<file path="config.mk">
export PLATFORM = sky130hd
export DESIGN_NAME = alu_addsub_pipe
export DESIGN_NICKNAME = d
export VERILOG_FILES = /design/src/rtl/alu_addsub_pipe.sv
export SDC_FILE = /design/constraint.sdc
export NUM_CORES = 1
export LEC_CHECK = 0
export ABC_CLOCK_PERIOD_IN_PS = 7300
export CAP_MARGIN = 15
export CORE_ASPECT_RATIO = 0.6
export CORE_MARGIN = 3
export CORE_UTILIZATION = 60
export DETAILED_ROUTE_END_ITERATION = 8
export PLACE_DENSITY = 0.85
export REMOVE_ABC_BUFFERS = 1
export SETUP_SLACK_MARGIN = 0.05
export SYNTH_ARGS = -nofsm -noshare
export SYNTH_HDL_FRONTEND = slang
export SYNTH_SLANG_ARGS = --single-unit
</file>
<file path="constraint.sdc">
create_clock -name clk -period 7.3 [get_ports clk]
set_input_delay 1.46 -clock clk [delete_from_list [all_inputs] [get_ports clk]]
set_output_delay 1.46 -clock clk [all_outputs]
set_load 0.005 [all_outputs]
</file>
<file path="src/rtl/alu_addsub_pipe.sv">
// alu_addsub_pipe: pipelined WIDTH-bit add/subtract unit with a valid/ready handshake.
// The carry chain is cut into STAGES chunks of CW = WIDTH/STAGES bits. Stage k adds
// chunk k and registers the partial result, its carry-out and the operands that
// still have to be added, so the full result appears STAGES cycles after acceptance.
//
// Ports:
//   clk, rst          rising-edge clock, synchronous active-high reset
//   in_valid/in_ready operation handshake (in_ready = ~out_valid | out_ready)
//   in_sub            0 = A+B, 1 = A-B
//   in_a, in_b        operands
//   in_tag            sideband tag carried with the operation
//   out_valid/out_ready result handshake
//   out_c, out_tag    result and the tag of the operation that produced it
//   out_zero, out_carry, out_ovf, out_neg  result flags
module alu_addsub_pipe #(
    parameter int unsigned WIDTH  = 32,
    parameter int unsigned STAGES = 4,
    parameter int unsigned TAG_W  = 5
) (
    input  logic             clk,
    input  logic             rst,
    input  logic             in_valid,
    output logic             in_ready,
    input  logic             in_sub,
    input  logic [WIDTH-1:0] in_a,
    input  logic [WIDTH-1:0] in_b,
    input  logic [TAG_W-1:0] in_tag,
    output logic             out_valid,
    input  logic             out_ready,
    output logic [WIDTH-1:0] out_c,
    output logic [TAG_W-1:0] out_tag,
    output logic             out_zero,
    output logic             out_carry,
    output logic             out_ovf,
    output logic             out_neg
);

    localparam int unsigned CW   = WIDTH / STAGES;
    localparam int unsigned LAST = STAGES - 1;

    // Stage registers
    logic             v_q   [STAGES];
    logic [WIDTH-1:0] a_q   [STAGES];
    logic [WIDTH-1:0] b_q   [STAGES];
    logic [WIDTH-1:0] r_q   [STAGES];
    logic             c_q   [STAGES];
    logic             z_q   [STAGES];
    logic [TAG_W-1:0] tag_q [STAGES];
    logic             ovf_q;

    // Per-stage inputs (from upstream) and next values
    logic             sv   [STAGES];
    logic [WIDTH-1:0] sa   [STAGES];
    logic [WIDTH-1:0] sb   [STAGES];
    logic [WIDTH-1:0] sr   [STAGES];
    logic             sc   [STAGES];
    logic             sz   [STAGES];
    logic [TAG_W-1:0] stag [STAGES];
    logic [CW:0]      sum_w [STAGES];
    logic [WIDTH-1:0] nr   [STAGES];
    logic             nz   [STAGES];
    logic             ovf_n;
    logic             en_c;

    // Whole pipe advances together; it stalls only when a finished result is not taken.
    assign en_c = ~v_q[LAST] | out_ready;

    // Stage inputs: stage 0 from the ports (B inverted for SUB, carry-in = in_sub), others from upstream.
    always_comb begin
        sv[0]   = in_valid;
        sa[0]   = in_a;
        sb[0]   = in_b ^ {WIDTH{in_sub}};
        sr[0]   = '0;
        sc[0]   = in_sub;
        sz[0]   = 1'b1;
        stag[0] = in_tag;
        for (int unsigned k = 1; k < STAGES; k++) begin
            sv[k]   = v_q[k-1];
            sa[k]   = a_q[k-1];
            sb[k]   = b_q[k-1];
            sr[k]   = r_q[k-1];
            sc[k]   = c_q[k-1];
            sz[k]   = z_q[k-1];
            stag[k] = tag_q[k-1];
        end
    end

    // Chunk adders; zero is accumulated chunk by chunk.
    always_comb begin
        for (int unsigned k = 0; k < STAGES; k++) begin
            sum_w[k] = {1'b0, sa[k][k*CW +: CW]} + {1'b0, sb[k][k*CW +: CW]} + (CW+1)'(sc[k]);
            nr[k]    = sr[k];
            nr[k][k*CW +: CW] = sum_w[k][CW-1:0];
            nz[k]    = sz[k] & (sum_w[k][CW-1:0] == '0);
        end
        // Carry into the MSB is recovered from the MSB sum bit: a ^ b ^ s.
        ovf_n = sum_w[LAST][CW] ^ sa[LAST][WIDTH-1] ^ sb[LAST][WIDTH-1] ^ nr[LAST][WIDTH-1];
    end

    // Pipeline registers; data only loads with a valid op so outputs keep the last result across bubbles.
    always_ff @(posedge clk) begin
        if (rst) begin
            for (int unsigned k = 0; k < STAGES; k++) begin
                v_q[k]   <= 1'b0;
                a_q[k]   <= '0;
                b_q[k]   <= '0;
                r_q[k]   <= '0;
                c_q[k]   <= 1'b0;
                z_q[k]   <= 1'b0;
                tag_q[k] <= '0;
            end
            ovf_q <= 1'b0;
        end else if (en_c) begin
            for (int unsigned k = 0; k < STAGES; k++) begin
                v_q[k] <= sv[k];
                if (sv[k]) begin
                    a_q[k]   <= sa[k];
                    b_q[k]   <= sb[k];
                    r_q[k]   <= nr[k];
                    c_q[k]   <= sum_w[k][CW];
                    z_q[k]   <= nz[k];
                    tag_q[k] <= stag[k];
                end
            end
            if (sv[LAST]) begin
                ovf_q <= ovf_n;
            end
        end
    end

    assign in_ready  = en_c;
    assign out_valid = v_q[LAST];
    assign out_c     = r_q[LAST];
    assign out_tag   = tag_q[LAST];
    assign out_zero  = z_q[LAST];
    assign out_carry = c_q[LAST];
    assign out_ovf   = ovf_q;
    assign out_neg   = r_q[LAST][WIDTH-1];

endmodule

</file>
==> results.md, run 1 <==
- Post-CTS Setup Bufs: 0
- Die H: a little over 100 microns
- Placed cell area: roughly 11000 sq um
- Number of I/O pins: around 120
- Wire length of the first global-routing pass: roughly 29000 microns
- Seq. cell area: between 6000 and 7000 sq um
- Vias in the first global route: between 5000 and 6000
- Worst hold slack: ~480 ps
- Crit path max-delay family: simple AND/OR/NAND/NOR gates
- Post-Synth XOR/XNOR Area: between 4 and 5%
- Post-synth EDFFs: ~210
- Fin area: approximately 11000 sq um
- RSZ-0062 raised after global routing: false
- Count leader, synth: edfxtp_1
- Hold Vio Cnt, Final: 0
- Worst setup SP type: input port
- CP Launch Point: out_ready
- Commonest cells in the netlist: 208 x edfxtp_1, 148 x and3_1, 52 x nor2_1
- Worst-Margin Slew: 1140 ps
- Critical path buffers and inverters: 1
- Post-route minimum period: 4350 ps
- Power consumption: between 0.002 and 0.003 W
- CTS H-Tree Depth: 1
- Dpl hpwl: 11800 microns
- Fillers: about 840
- Core area: between 10000 and 15000 sq um
- PortBufs: ~120
- Yosys top cell by area: edfxtp_1
- Fraction of registers with async set or reset after synthesis: 0%
- DR pass1 iterations: 5
- Multi-input gate area: ~2800 sq um
- Layout cells sized above 1: 5.32%
- Initial Utilization: a little over three fifths
- TritonCTS Buffers: 20
- TritonCTS clock tree: yes
- CP cell instances: clkdlybuf4s50_1, nand2b_1, and2b_4, nand2_1, nor3_1, nand3_1, nor4bb_1
- Row count: 34
- PD cells: 241 nW/um^2
- Crit share post-route: about 60%
- Drt via density: 5.72
- Clock skew: 11.6 ps
- Synth Cell Area: around 9300 sq um
- Max-slew violations: 0
- Diodes inserted: 0
- Residual DRC: 0
- Crit path largest cell delay: between 800 and 900 ps
- Yosys reg bits: 209
- Tot GR Track Use: 21.3%
- Mux cell area share after synthesis: 0.228%
- Largest net degree at the start of global routing: 77
- Routing usage on met3: between 3 and 4%
- Cell variety after synth: 47
- DR vias: around 5700
- Count of nets after finishing: roughly 890
- Grt total ovfl: 0
- Share of the yosys chip area belonging to registers: between 60% and 70%
- Required time of the critical path: 7600 ps
- Worst skew pair latency: slightly below 500 ps
- Setup_tns: 0 ps
- CTS Hold Buffers Added: 0
- Post-synthesis adder-cell area fraction: under 10%
- Syn_area_per_cell: roughly 14 sq um
- Die area: ~17000 sq um
- Simple logic cell fraction of the synthesized area: around 15%
- Final ANT Viol Nets: 0
- Synth Flop Type: edfxtp_1
- GR Util met1: a little over a quarter
- Max-cap violations: 0
- Die width: 167 microns
- Compound-Gate Fraction of Synth Area: 4.38%
- CTS clk-pin slew, worst paths: approximately 60 ps
- Largest family of logic cells by synthesized area: simple AND/OR/NAND/NOR gates
- Initial DRC Count: ~570
- Ys Warns: 0
- Gpl congestion: between 0.7 and 0.8
- Syn Inst Count: ~680
- R2r setup slk: approximately 4000 ps
- Fmax: 230 MHz
- Area contributors post-synth: edfxtp_1 67%, and3_1 9.9%, ha_1 3.8%
- Initial antenna violation count: 0
- CTS Buffer Depth: 3
- CP Max Fanout: between 70 and 80
- WL/cell: 18.3 microns
- Min-delay src: out_ovf
- GR Util met2: 38.6%
- Worst VDD drop: approximately 0.14 mV
- Area growth from synthesis to layout: 20.3%
- WL final: between 15000 and 20000 microns
- Sinks on the clock net: between 200 and 250
- Status: finished clean
- Slowest CP cell: nand2_1
- Most Used Layer, Global Route: met2
- Critical path arrival: approximately 4700 ps
- Slew headroom: a little under a quarter
- Class of the worst hold path: register to register
- PostCTS Resize Cnt: 0
- Area share of the largest cell type after synthesis: about two thirds
- Crit Path Category: input port to register
- Final setup violation count: 0
- RR Startpoint: v_q[3]
- Crit. End Element: register
- Clock root buffer: clkbuf_16
- Static leakage: roughly 4.8 nW
[tightest hold or removal path, cell delays in order, from the launching register on]
cell and delay, ps:
dfxtp_1 310, inv_1 50, o22ai_1 70
[cell usage in the layout (no fill, tap or decap), drive strengths merged, types with 7 or more instances in the layout]
master and instances:
edfxtp 208, nand2 11, and3 148, xor2 12
fa 7, a21o 12, buf 7, nor2 52
inv 19, a21oi 17, clkinv 8, clkbuf 25
xnor2 39, o21ai 12, clkdlybuf4s50 115, o21a 8
ha 28, and2 8
[per-layer routing]
metal	vias to the layer above	routed length, microns
met1	2711	7330
met3	36	1080
met4	0	448
li1	2700	-
met2	205	9240
met5	-	0
[final cells by class]
cell class,instances,share of cell area [%]
multi-input combinational,406,25.1
clock buffer,25,4.82
sequential,209,55.9
tap,198,2.21
inverter,21,0.703
timing repair buffer,122,10.8
clock inverter,7,0.480
[state kept, by name, summed over array words and instances, names as in the netlist]
signal,cells
r_q,80
a_q,48
b_q,48
tag_q,20
c_q,4
v_q,4
z_q,4
out_ovf,1
[path summary, 6_finish.rpt]
kind              to  depth (start not counted)
max           z_q[0]                          7
min          out_ovf                          2
max reg2reg   z_q[0]                          6
min reg2reg  out_ovf                          2
[stage by stage]
step	setup WS [ps]	utilization (%)	std cells
floorplan	3040	-	636
detailed placement	2530	71.4	955
global route	2620	75.6	988
CTS	3010	75.4	987
global placement	2630	71.4	955
finish	2950	75.6	988
[where the power goes]
part	switching (W)	internal, W	leakage (nW)	total (W)
combinational	0.000164	0.000144	2.23	0.000308
clock	0.000406	0.000555	0.289	0.000961
sequential	0.0000280	0.00141	2.23	0.00144
total	0.000599	0.00211	4.75	0.00270
[logic make-up after synthesis]
| kind of cell | after synthesis |
|---|---|
| buffers and inverters | 61 |
| AO/OA/AOI/OAI | 63 |
| multiplexers | 2 |
| AND/OR/NAND/NOR | 255 |
| XOR/XNOR | 51 |
| adder cells (fa/ha/maj) | 35 |
| flip-flops | 209 |
(Power assumes the default switching activity.)
==> run 2, diff against run 1 <==
--- a/config.mk
+++ b/config.mk
@@ -5,13 +5,13 @@
 export SDC_FILE = /design/constraint.sdc
 export NUM_CORES = 1
 export LEC_CHECK = 0
-export ABC_CLOCK_PERIOD_IN_PS = 7300
+export ABC_CLOCK_PERIOD_IN_PS = 4520
 export CAP_MARGIN = 15
 export CORE_ASPECT_RATIO = 0.6
 export CORE_MARGIN = 3
-export CORE_UTILIZATION = 60
+export CORE_UTILIZATION = 56
 export DETAILED_ROUTE_END_ITERATION = 8
-export PLACE_DENSITY = 0.85
+export PLACE_DENSITY = 0.8
 export REMOVE_ABC_BUFFERS = 1
 export SETUP_SLACK_MARGIN = 0.05
 export SYNTH_ARGS = -nofsm -noshare
==> constraint.sdc (replaced) <==
create_clock -name clk -period 4.52 [get_ports clk]
set_input_delay 0.904 -clock clk [delete_from_list [all_inputs] [get_ports clk]]
set_output_delay 0.904 -clock clk [all_outputs]
set_load 0.005 [all_outputs]
==> run 2 against run 1 <==
Net effect:
- sequential share of layout area decreased by 0.42 points
- clock skew decreased by 3.0 ps
- first-iteration DRC count increased by 1.2%
- combinational power increased by 66%
- setup slack got worse by 1500 ps
- die area increased by 6.8%
- cell area increased by 0.76%
- critical path type unchanged
- highest routed layer unchanged
- largest power group unchanged
- core utilization decreased by 4.1 points
- register-to-register slack got worse by 2100 ps
==> results.md, run 2 (same netlist as run 1, synthesis figures left out) <==
- Critical path arrival: 3290 ps (-1360 ps)
- Required time of the critical path: 4740 ps (-2860 ps)
- PortBufs: 116 (unchanged)
- WL final: 18700 microns (+3.5%)
- Worst VDD drop: 0.211 mV (+48%)
- Worst setup SP type: input port
- Fillers: 1048 (+26%)
- Fmax: ~330 MHz
- CP Max Fanout: 58 (-24%)
- Max-slew violations: 0 (unchanged)
- Core area: 15800 sq um (+6.5%)
- Vias in the first global route: 5686 (-2.2%)
- Drt via density: 5.68 (-0.64%)
- Initial Utilization: 59.0% (-3.8 points)
- Final setup violation count: 0 (unchanged)
- Post-route minimum period: 3070 ps
- RR Startpoint: c_q[1]
- Met2 wire length: 8840 microns (-4.3%)
- Count of nets after finishing: 893 (+0.45%)
- WL/cell: 18.4 microns (+0.39%)
- PostCTS Resize Cnt: 0 (unchanged)
- Diodes inserted: 0 (unchanged)
- Wire length of the first global-routing pass: 29400 microns (+1.3%)
- Worst-Margin Slew: 1090 ps (-48.5 ps)
- Die area: 18300 sq um (+6.8%)
- Crit path largest cell delay: 570 ps (-310 ps)
- Status: finished clean
- Dpl hpwl: 12600 microns (+6.5%)
- Layout cells sized above 1: 6.27% (+0.96 points)
- CTS Buffer Depth: 3 (unchanged)
- Top sig layer: met4
- Die width: 173 microns (+3.4%)
- Gpl congestion: 0.852 (+8.1%)
- CTS clk-pin slew, worst paths: 60 ps (about the same)
- Static leakage: 4.78 nW (+0.61%)
- Class of the worst hold path: register to register
- Crit path max-delay family: simple AND/OR/NAND/NOR gates
- Crit. End Element: register
- Crit share post-route: 68.0%
- Initial DRC Count: 578 (+1.2%)
- Slew headroom: 27.2% (+3.4 points)
- Final ANT Viol Nets: 0 (unchanged)
- Max-cap violations: 0 (unchanged)
- Largest net degree at the start of global routing: 59 (-23%)
- Met1 wire length: 8170 microns (+12%)
- Clock skew: 8.57 ps (-3.04 ps)
- Slowest CP cell: and2b_4
- Max reg flops: 80 (unchanged)
- TritonCTS Buffers: 20 (unchanged)
- Sinks on the clock net: 209 (unchanged)
- Die H: 106 microns (+3.3%)
- CTS H-Tree Depth: 1 (unchanged)
- Row count: 35 (+2.9%)
- Residual DRC: 0 (unchanged)
- DR pass1 iterations: 5 (unchanged)
- Post-CTS Setup Bufs: 0 (unchanged)
- CP cell instances: clkdlybuf4s50_1, nand2b_1, and2b_4, nand2_1, clkinv_1, nand4_1, a2111oi_0
- Number of I/O pins: 117 (unchanged)
- Grt total ovfl: 0 (unchanged)
- RSZ-0062 raised after global routing: false
- Placed Cells: 984 (+3.0%)
- Met3 Wirelength: 1440 microns (+33%)
- Min-delay src: out_ovf
- Area growth from synthesis to layout: 21.2%
- DR vias: 5792 (+2.5%)
- Hold Vio Cnt, Final: 0 (unchanged)
- CTS Hold Buffers Added: 0 (unchanged)
- Worst skew pair latency: 490 ps (about the same)
- Final Non-Filler Cells: 1019 (+3.1%)
- Top reg by flops: r_q
- Tot GR Track Use: 20.1% (-1.3 points)
- R2r setup slk: 1860 ps (-2150 ps)
- Crit Path Category: input port to register
- Critical path buffers and inverters: 2 (+1)
- Commonest non-fill, non-tap cell in the layout: edfxtp_1
- Most frequent cells in the layout: 208 x edfxtp_1, 148 x and3_1, 115 x clkdlybuf4s50_1
- Regs by FF count: r_q (80), a_q (48), b_q (48)
- CP Launch Point: out_ready
- PD cells: 392 nW/um^2 (+62%)
- Clock root buffer: clkbuf_16
- Initial antenna violation count: 0 (unchanged)
- Setup_tns: 0 ps (unchanged)
- TritonCTS clock tree: yes
run 2: cell types whose count changed in the layout (fill, tap and decap cells not counted), sizes merged:
| cell | before | now |
|---|---|---|
| clkinvlp | 0 | 2 |
| buf | 7 | 11 |
| clkbuf | 25 | 26 |
run 2: per-layer routing:
metal / vias up / GRT usage, %
met5: - / 0
met4: 0 / 4.97
met3: 29 / 3.93
met2: 233 / 33.3
met1: 2829 / 27.8
li1: 2701 / -
run 2: where the power goes:
part | leakage [nW] | internal, W | switching [W]
Sequential | 2.23 | 0.00227 | 0.0000429
Combinational | 2.25 | 0.000235 | 0.000277
Clock | 0.298 | 0.000910 | 0.000691
run 2: worst paths after layout:
| check | to | depth (start not counted) |
|---|---|---|
| setup / recovery | z_q[2] | 7 |
| hold / removal | out_ovf | 2 |
| setup reg to reg | z_q[2] | 9 |
| hold reg to reg | out_ovf | 2 |
run 2: final cells by class:
class                           instances  area, sq um  area share [%]
Tap cell                              222          278            2.46
Clock inverter                          9         76.3           0.675
Multi-Input combinational cell        406         2820            24.9
Sequential cell                       209         6270            55.4
Timing Repair Buffer                  126         1240            11.0
Clock buffer                           26          544            4.82
Inverter                               21         78.8           0.697
run 2: metrics by stage:
stage	worst slack, ps	utilization (%)	total power, W	cell area, sq um	hold slack (ps)
2_1_floorplan	816	-	0.00263	9160	469
3_3_place_gp	1080	67.6	0.00283	10700	469
3_5_place_dp	996	67.6	0.00286	10700	492
4_1_cts	1470	71.5	0.00444	11300	502
5_1_grt	1350	71.5	0.00457	11300	510
6_report	1450	71.5	0.00443	11300	493
run 2: worst register-to-register path, cell delays in order (launching register included):
cell and delay [ps]:
edfxtp_1 410, fa_1 220, inv_1 70, fa_1 470
nor2b_1 150, o21a_1 140, o21a_1 150, or2_1 150
nand4_1 100, a2111oi_0 530
==> run 3, diff against run 2 <==
--- a/config.mk
+++ b/config.mk
@@ -5,13 +5,13 @@
 export SDC_FILE = /design/constraint.sdc
 export NUM_CORES = 1
 export LEC_CHECK = 0
-export ABC_CLOCK_PERIOD_IN_PS = 4520
+export ABC_CLOCK_PERIOD_IN_PS = 2800
 export CAP_MARGIN = 15
 export CORE_ASPECT_RATIO = 0.6
 export CORE_MARGIN = 3
-export CORE_UTILIZATION = 56
+export CORE_UTILIZATION = 50
 export DETAILED_ROUTE_END_ITERATION = 8
-export PLACE_DENSITY = 0.8
+export PLACE_DENSITY = 0.76
 export REMOVE_ABC_BUFFERS = 1
 export SETUP_SLACK_MARGIN = 0.05
 export SYNTH_ARGS = -nofsm -noshare
==> constraint.sdc (replaced) <==
create_clock -name clk -period 2.8 [get_ports clk]
set_input_delay 0.56 -clock clk [delete_from_list [all_inputs] [get_ports clk]]
set_output_delay 0.56 -clock clk [all_outputs]
set_load 0.005 [all_outputs]
==> run 3 against run 2 <==
Net effect:
- first-iteration DRC count down 8.0%
- clock-buffer cell count is 3 lower
- final cell count increased by 3.3%
- routed wire length is 0.58% higher
- critical path depth rose by 2
- via count is 1.2% lower
- worst hold slack better by 5.5 ps
- non-clock buffer count rose by 20
- cell area grew 2.5%
- die area rose by 11%
- global-route usage decreased by 1.5 points
- critical path type unchanged
==> results.md, run 3 (same netlist as run 1, synthesis figures left out) <==
- Status: finished clean
- Count of nets after finishing: 914 (+2.4%)
- Slowest CP cell: clkdlybuf4s50_1
- Critical path arrival: 2890 ps (-400 ps)
- Initial Utilization: 52.7% (-6.3 points)
- Fin area: 11600 sq um (+2.5%)
- Max reg flops: 80 (unchanged)
- Sinks on the clock net: 209 (unchanged)
- Tot GR Track Use: 18.5% (-1.5 points)
- Clock skew: 11.2 ps (+2.62 ps)
- CP Max Fanout: 2 (-97%)
- CTS Buffer Depth: 3 (unchanged)
- Util after Layout: 65.5% (-6.0 points)
- Gate power share: 11.9% (+0.3 points)
- Layout cells sized above 1: 9.28% (+3.0 points)
- Die width: 182 microns (+5.6%)
- Post-CTS Setup Bufs: 0 (unchanged)
- Initial DRC Count: 532 (-8.0%)
- Grt total ovfl: 0 (unchanged)
- Clock power frac: 37.3% (+1.1 points)
- Power consumption: 0.00735 W (+66%)
- Worst-Margin Slew: 604 ps (-487 ps)
- Max-cap violations: 0 (unchanged)
- WL final: 18800 microns (+0.58%)
- Gpl congestion: 0.831 (-2.5%)
- Row count: 37 (+5.7%)
- Clock root buffer: clkbuf_16
- Crit. End Element: register
- Fmax: ~390 MHz
- TritonCTS Buffers: 21 (+5.0%)
- CP cell instances: clkdlybuf4s50_1, mux2_2, fa_1, a21o_1, a21oi_1, o21bai_1, a21oi_2, xor2_1, nor4bb_2
- Residual DRC: 0 (unchanged)
- R2R cell count: 9 (unchanged)
- Diodes inserted: 0 (unchanged)
- Setup_tns: 0 ps (unchanged)
- Met2 wire length: 8480 microns (-4.1%)
- TritonCTS clock tree: yes
- Switching part of the total: 22.0% (-0.82 points)
- Worst setup SP type: input port
- Worst VDD drop: 0.426 mV (+100%)
- Class of the worst hold path: register to register
- Max-slew violations: 0 (unchanged)
- Area growth from synthesis to layout: 24.3%
- Static leakage: 4.94 nW (+3.2%)
- Placed cell area: 10900 sq um (+2.0%)
- PortBufs: 116 (unchanged)
- Crit path largest cell delay: 490 ps (-80 ps)
- Final ANT Viol Nets: 0 (unchanged)
- Crit share post-route: about nine tenths
- Internal power: 0.00573 W (+68%)
- Regs by FF count: r_q (80), a_q (48), b_q (48)
- Commonest non-fill, non-tap cell in the layout: edfxtp_1
- Required time of the critical path: 3110 ps (-1630 ps)
- Fillers: 1233 (+18%)
- Dpl hpwl: 12900 microns (+2.9%)
- CTS clk-pin slew, worst paths: 60 ps (about the same)
- Initial antenna violation count: 0 (unchanged)
- DR vias: 5724 (-1.2%)
- DR pass1 iterations: 4 (-1)
- Worst skew pair latency: 490 ps (about the same)
- Wire length of the first global-routing pass: 30400 microns (+3.5%)
- Crit Path Category: input port to register
- Vias in the first global route: 5759 (+1.3%)
- Hold Vio Cnt, Final: 0 (unchanged)
- CTS H-Tree Depth: 1 (unchanged)
- Most frequent cells in the layout: 208 x edfxtp_1, 148 x and3_1, 115 x clkdlybuf4s50_1
- RSZ-0062 raised after global routing: true
- Post-route minimum period: between 2000 and 3000 ps
- PD cells: 635 nW/um^2 (+62%)
- Net Sw Power: 0.00162 W (+60%)
- Drt via density: 5.44 (-4.4%)
- Met3 Wirelength: 1330 microns (-7.9%)
- Final setup violation count: 0 (unchanged)
- Largest net degree at the start of global routing: 63 (+6.8%)
- Die area: 20400 sq um (+11%)
- Slew headroom: 59.7% (+32 points)
- Number of I/O pins: 117 (unchanged)
- Top reg by flops: r_q
- Die H: 112 microns (+5.5%)
- Share of power burned in registers: 50.8% (-1.5 points)
- WL/cell: 17.9 microns (-2.7%)
- Core area: 17700 sq um (+12%)
- Hold depth: 2 (unchanged)
- Met1 wire length: 8640 microns (+5.8%)
- Top sig layer: met4
run 3: changes by cell type in the layout (fill, tap and decap cells not counted), moves of 2 or more:
cell / previous run / this run
buf_12: 1 / 5
clkinvlp_4: 2 / 0
bufinv_16: 1 / 3
clkinv_1: 4 / 6
clkbuf_1: 5 / 2
clkinv_2: 3 / 7
buf_4: 9 / 25
run 3: stage by stage:
| stage | setup slack, ps | cells | hold slack [ps] |
|---|---|---|---|
| CTS | 171 | 1053 | 499 |
| floorplan | -560 | 636 | 469 |
| detailed placement | -318 | 1016 | 467 |
| global placement | -168 | 1016 | 468 |
| global route | 49.2 | 1053 | 522 |
| finish | 225 | 1053 | 499 |
run 3: final timing paths:
kind                 from  endpoint  slack [ps]
hold reg to reg   out_ovf   out_ovf         500
setup reg to reg   c_q[0]    z_q[1]         250
setup / recovery  in_b[0]    z_q[0]         220
hold / removal    out_ovf   out_ovf         500
run 3: power by group through the flow:
stage	clock network (W)	registers, W	logic, W
global placement	0	0.00379	0.000834
detailed placement	0	0.00380	0.000863
finish	0.00274	0.00373	0.000874
global route	0.00289	0.00375	0.000960
floorplan	0	0.00379	0.000449
CTS	0.00279	0.00373	0.000869
run 3: cell type report:
type	instances	area (sq um)	area share (%)
tap	234	293	2.53
clock buffer	23	533	4.60
inverter	21	78.8	0.681
multi-input combinational	406	2830	24.4
clock inverter	14	140	1.21
sequential	209	6270	54.1
timing repair buffer	146	1440	12.5
run 3: critical path: cells and delay by family:
family          cells  cell delay [ps]
fa+ha+maj           1              410
xor+xnor            1              190
simple gates        1              210
compound gates      4              660
buf+inv             1              490
mux                 1              360
run 3: per-layer routing:
metal,global-route usage [%],up-vias
met4,5.53,0
met5,0,-
met1,26.2,2739
li1,-,2749
met3,3.69,31
met2,29.4,205
run 3: timing repair:
| item | CTS | global route |
|---|---|---|
| gates resized for setup | 0 | 3 |
| hold endpoints to repair | 0 | 0 |
| hold buffers | 0 | 0 |
| endpoints found under the setup margin | 0 | 2 |
==> variant (flow settings as in run 2) <==
Change the parameter `STAGES` from 4 to 8.
--- a/src/rtl/alu_addsub_pipe.sv
+++ b/src/rtl/alu_addsub_pipe.sv
@@ -16,3 +16,3 @@
     parameter int unsigned WIDTH  = 32,
-    parameter int unsigned STAGES = 4,
+    parameter int unsigned STAGES = 8,
     parameter int unsigned TAG_W  = 5
Function: changed (Yosys sat finds a counterexample within 10 cycles, from zero or initial values and one cycle with rst high).
==> variant against run 2 <==
Setup slack got worse by 150 ps. Power rose by 87%. Via count rose by 54%. Register-to-register slack improved by 210 ps. Sequential cell count rose by 224. First-iteration DRC count rose by 35%. Sequential power rose by 100%. Largest power group unchanged. Design area rose by 78%. Routed wire length rose by 55%. Critical path depth fell by 4. Area after synthesis rose by 87%. Global-route usage fell by 2.4 points.
==> variant: results (changes against run 2) <==
[detailed_routing] Detail Route met2 WL 13100 µm [+48%]
[placement] Detailed Place HPWL 18000 µm [+43%]
[power_and_ir_drop] Leakage Power 8.58 nW [+79%]
[detailed_routing] DRT met1 WL 13300 µm [+63%]
[clocking] clock latency reported for the late side of the worst-skew pair 530 ps [+40 ps]
[logic_synthesis] post-synthesis compound-gate area fraction 1.51% [-2.9 points]
[timing] WHS 518 ps [+24.9 ps]
[power_and_ir_drop] power in combinational cells 0.535 mW [+4.5%]
[detailed_routing] total wirelength of the detailed-routed design 29000 µm [+55%]
[layout] fin cells 1666 [+63%]
[clocking] total CTS buffers 40 [+100%]
[hold_path] hold path cells 1 [-1]
[clocking] H-tree depth 2 [+1]
[global_route] first-pass GRT wire length 45500 µm [+55%]
[logic_synthesis] mux share of post-synthesis cell area 0.0575% [-0.17 points]
[power_and_ir_drop] maximum VDD drop 264 µV [+25%]
[power_and_ir_drop] Comb power frac 6.5% [-5.1 points]
[timing] final critical path time including I/O delays and setup 3220 ps [+148 ps]
[logic_synthesis] top cells by count, synth sky130_fd_sc_hd__edfxtp_1, sky130_fd_sc_hd__and3_1, sky130_fd_sc_hd__nor2b_1, sky130_fd_sc_hd__clkbuf_1, sky130_fd_sc_hd__nor2_1
[detailed_routing] DRC marker count from the first detailed-route iteration 781 [+35%]
[status] outcome finished clean
[detailed_routing] vias 8944 [+54%]
[logic_synthesis] number of synthesized flops with an enable pin 432 [+110%]
[timing] slew at the pin closest to its max-slew limit 1030 ps [-60.9 ps]
[logic_synthesis] Cells after Synth 1129 [+67%]
[layout] NumNets Final 1346 [+51%]
[logic_synthesis] Unique masters post-synth 32 [-32%]
[worst_setup_path] flop2flop setup slack 2070 ps [+210 ps]
[detailed_routing] highest metal layer with signal wires met5
[global_route] met1 track utilization from global routing 25.9% [-2.0 points]
[placement] dpl cells 1598 [+62%]
[worst_setup_path] arrival time of data at the critical path endpoint 2320 ps [-970 ps]
[power_and_ir_drop] sequential power 4.69 mW [+100%]
[placement] placed cell areas 19000 µm² [+78%]
[logic_synthesis] Adder-Cell Fraction of Synth Area 3.45% [-1.8 points]
[worst_setup_path] number of cells on the worst reg-to-reg path 5 [-4]
[placement] RePlAce Congestion 0.820 [-3.8%]
[timing] clock tree skew after final layout 11.6 ps [+3.05 ps]
[global_route] met3 track demand over resource in global routing 4.16% [+0.23 points]
[global_route] largest net degree at the start of global routing 114 [+93%]
[placement] Post-Place Setup Slack 1160 ps [+162 ps]
[power_and_ir_drop] total internal power 6.57 mW [+92%]
[layout] number of inserted filler cells in the final layout 2057 [+96%]
==> variant: kinds of logic (layout without fill, tap and decap cells) <==
family          after synthesis  in the layout
fa+ha+maj                    39             39
buf+inv                     118            247
compound gates               41             41
simple gates                447            447
mux                           1              1
xor+xnor                     50             50
flops                       433            433
==> variant: path summary, 6_finish.rpt <==
| kind | startpoint | endpoint |
|---|---|---|
| setup / recovery | out_ready | in_ready |
| hold / removal | out_ovf | out_ovf |
| setup reg to reg | v_q[1][3] | z_q[0][1] |
| hold reg to reg | out_ovf | out_ovf |
==> variant: layout make-up <==
class,count,area (µm²),share of cell area [%]
well taps,408,510,2.53
flip-flops and latches,433,13000,64.4
multi-input cells,578,3970,19.7
clock buffers,55,1100,5.45
inverters,38,143,0.707
clock inverters,12,68.8,0.341
repair buffers,142,1390,6.87
==> variant: worst max-delay path, stage by stage <==
cell and delay [ps]:
sky130_fd_sc_hd__clkdlybuf4s50_1 450, sky130_fd_sc_hd__nand2b_1 370, sky130_fd_sc_hd__clkdlybuf4s50_1 590
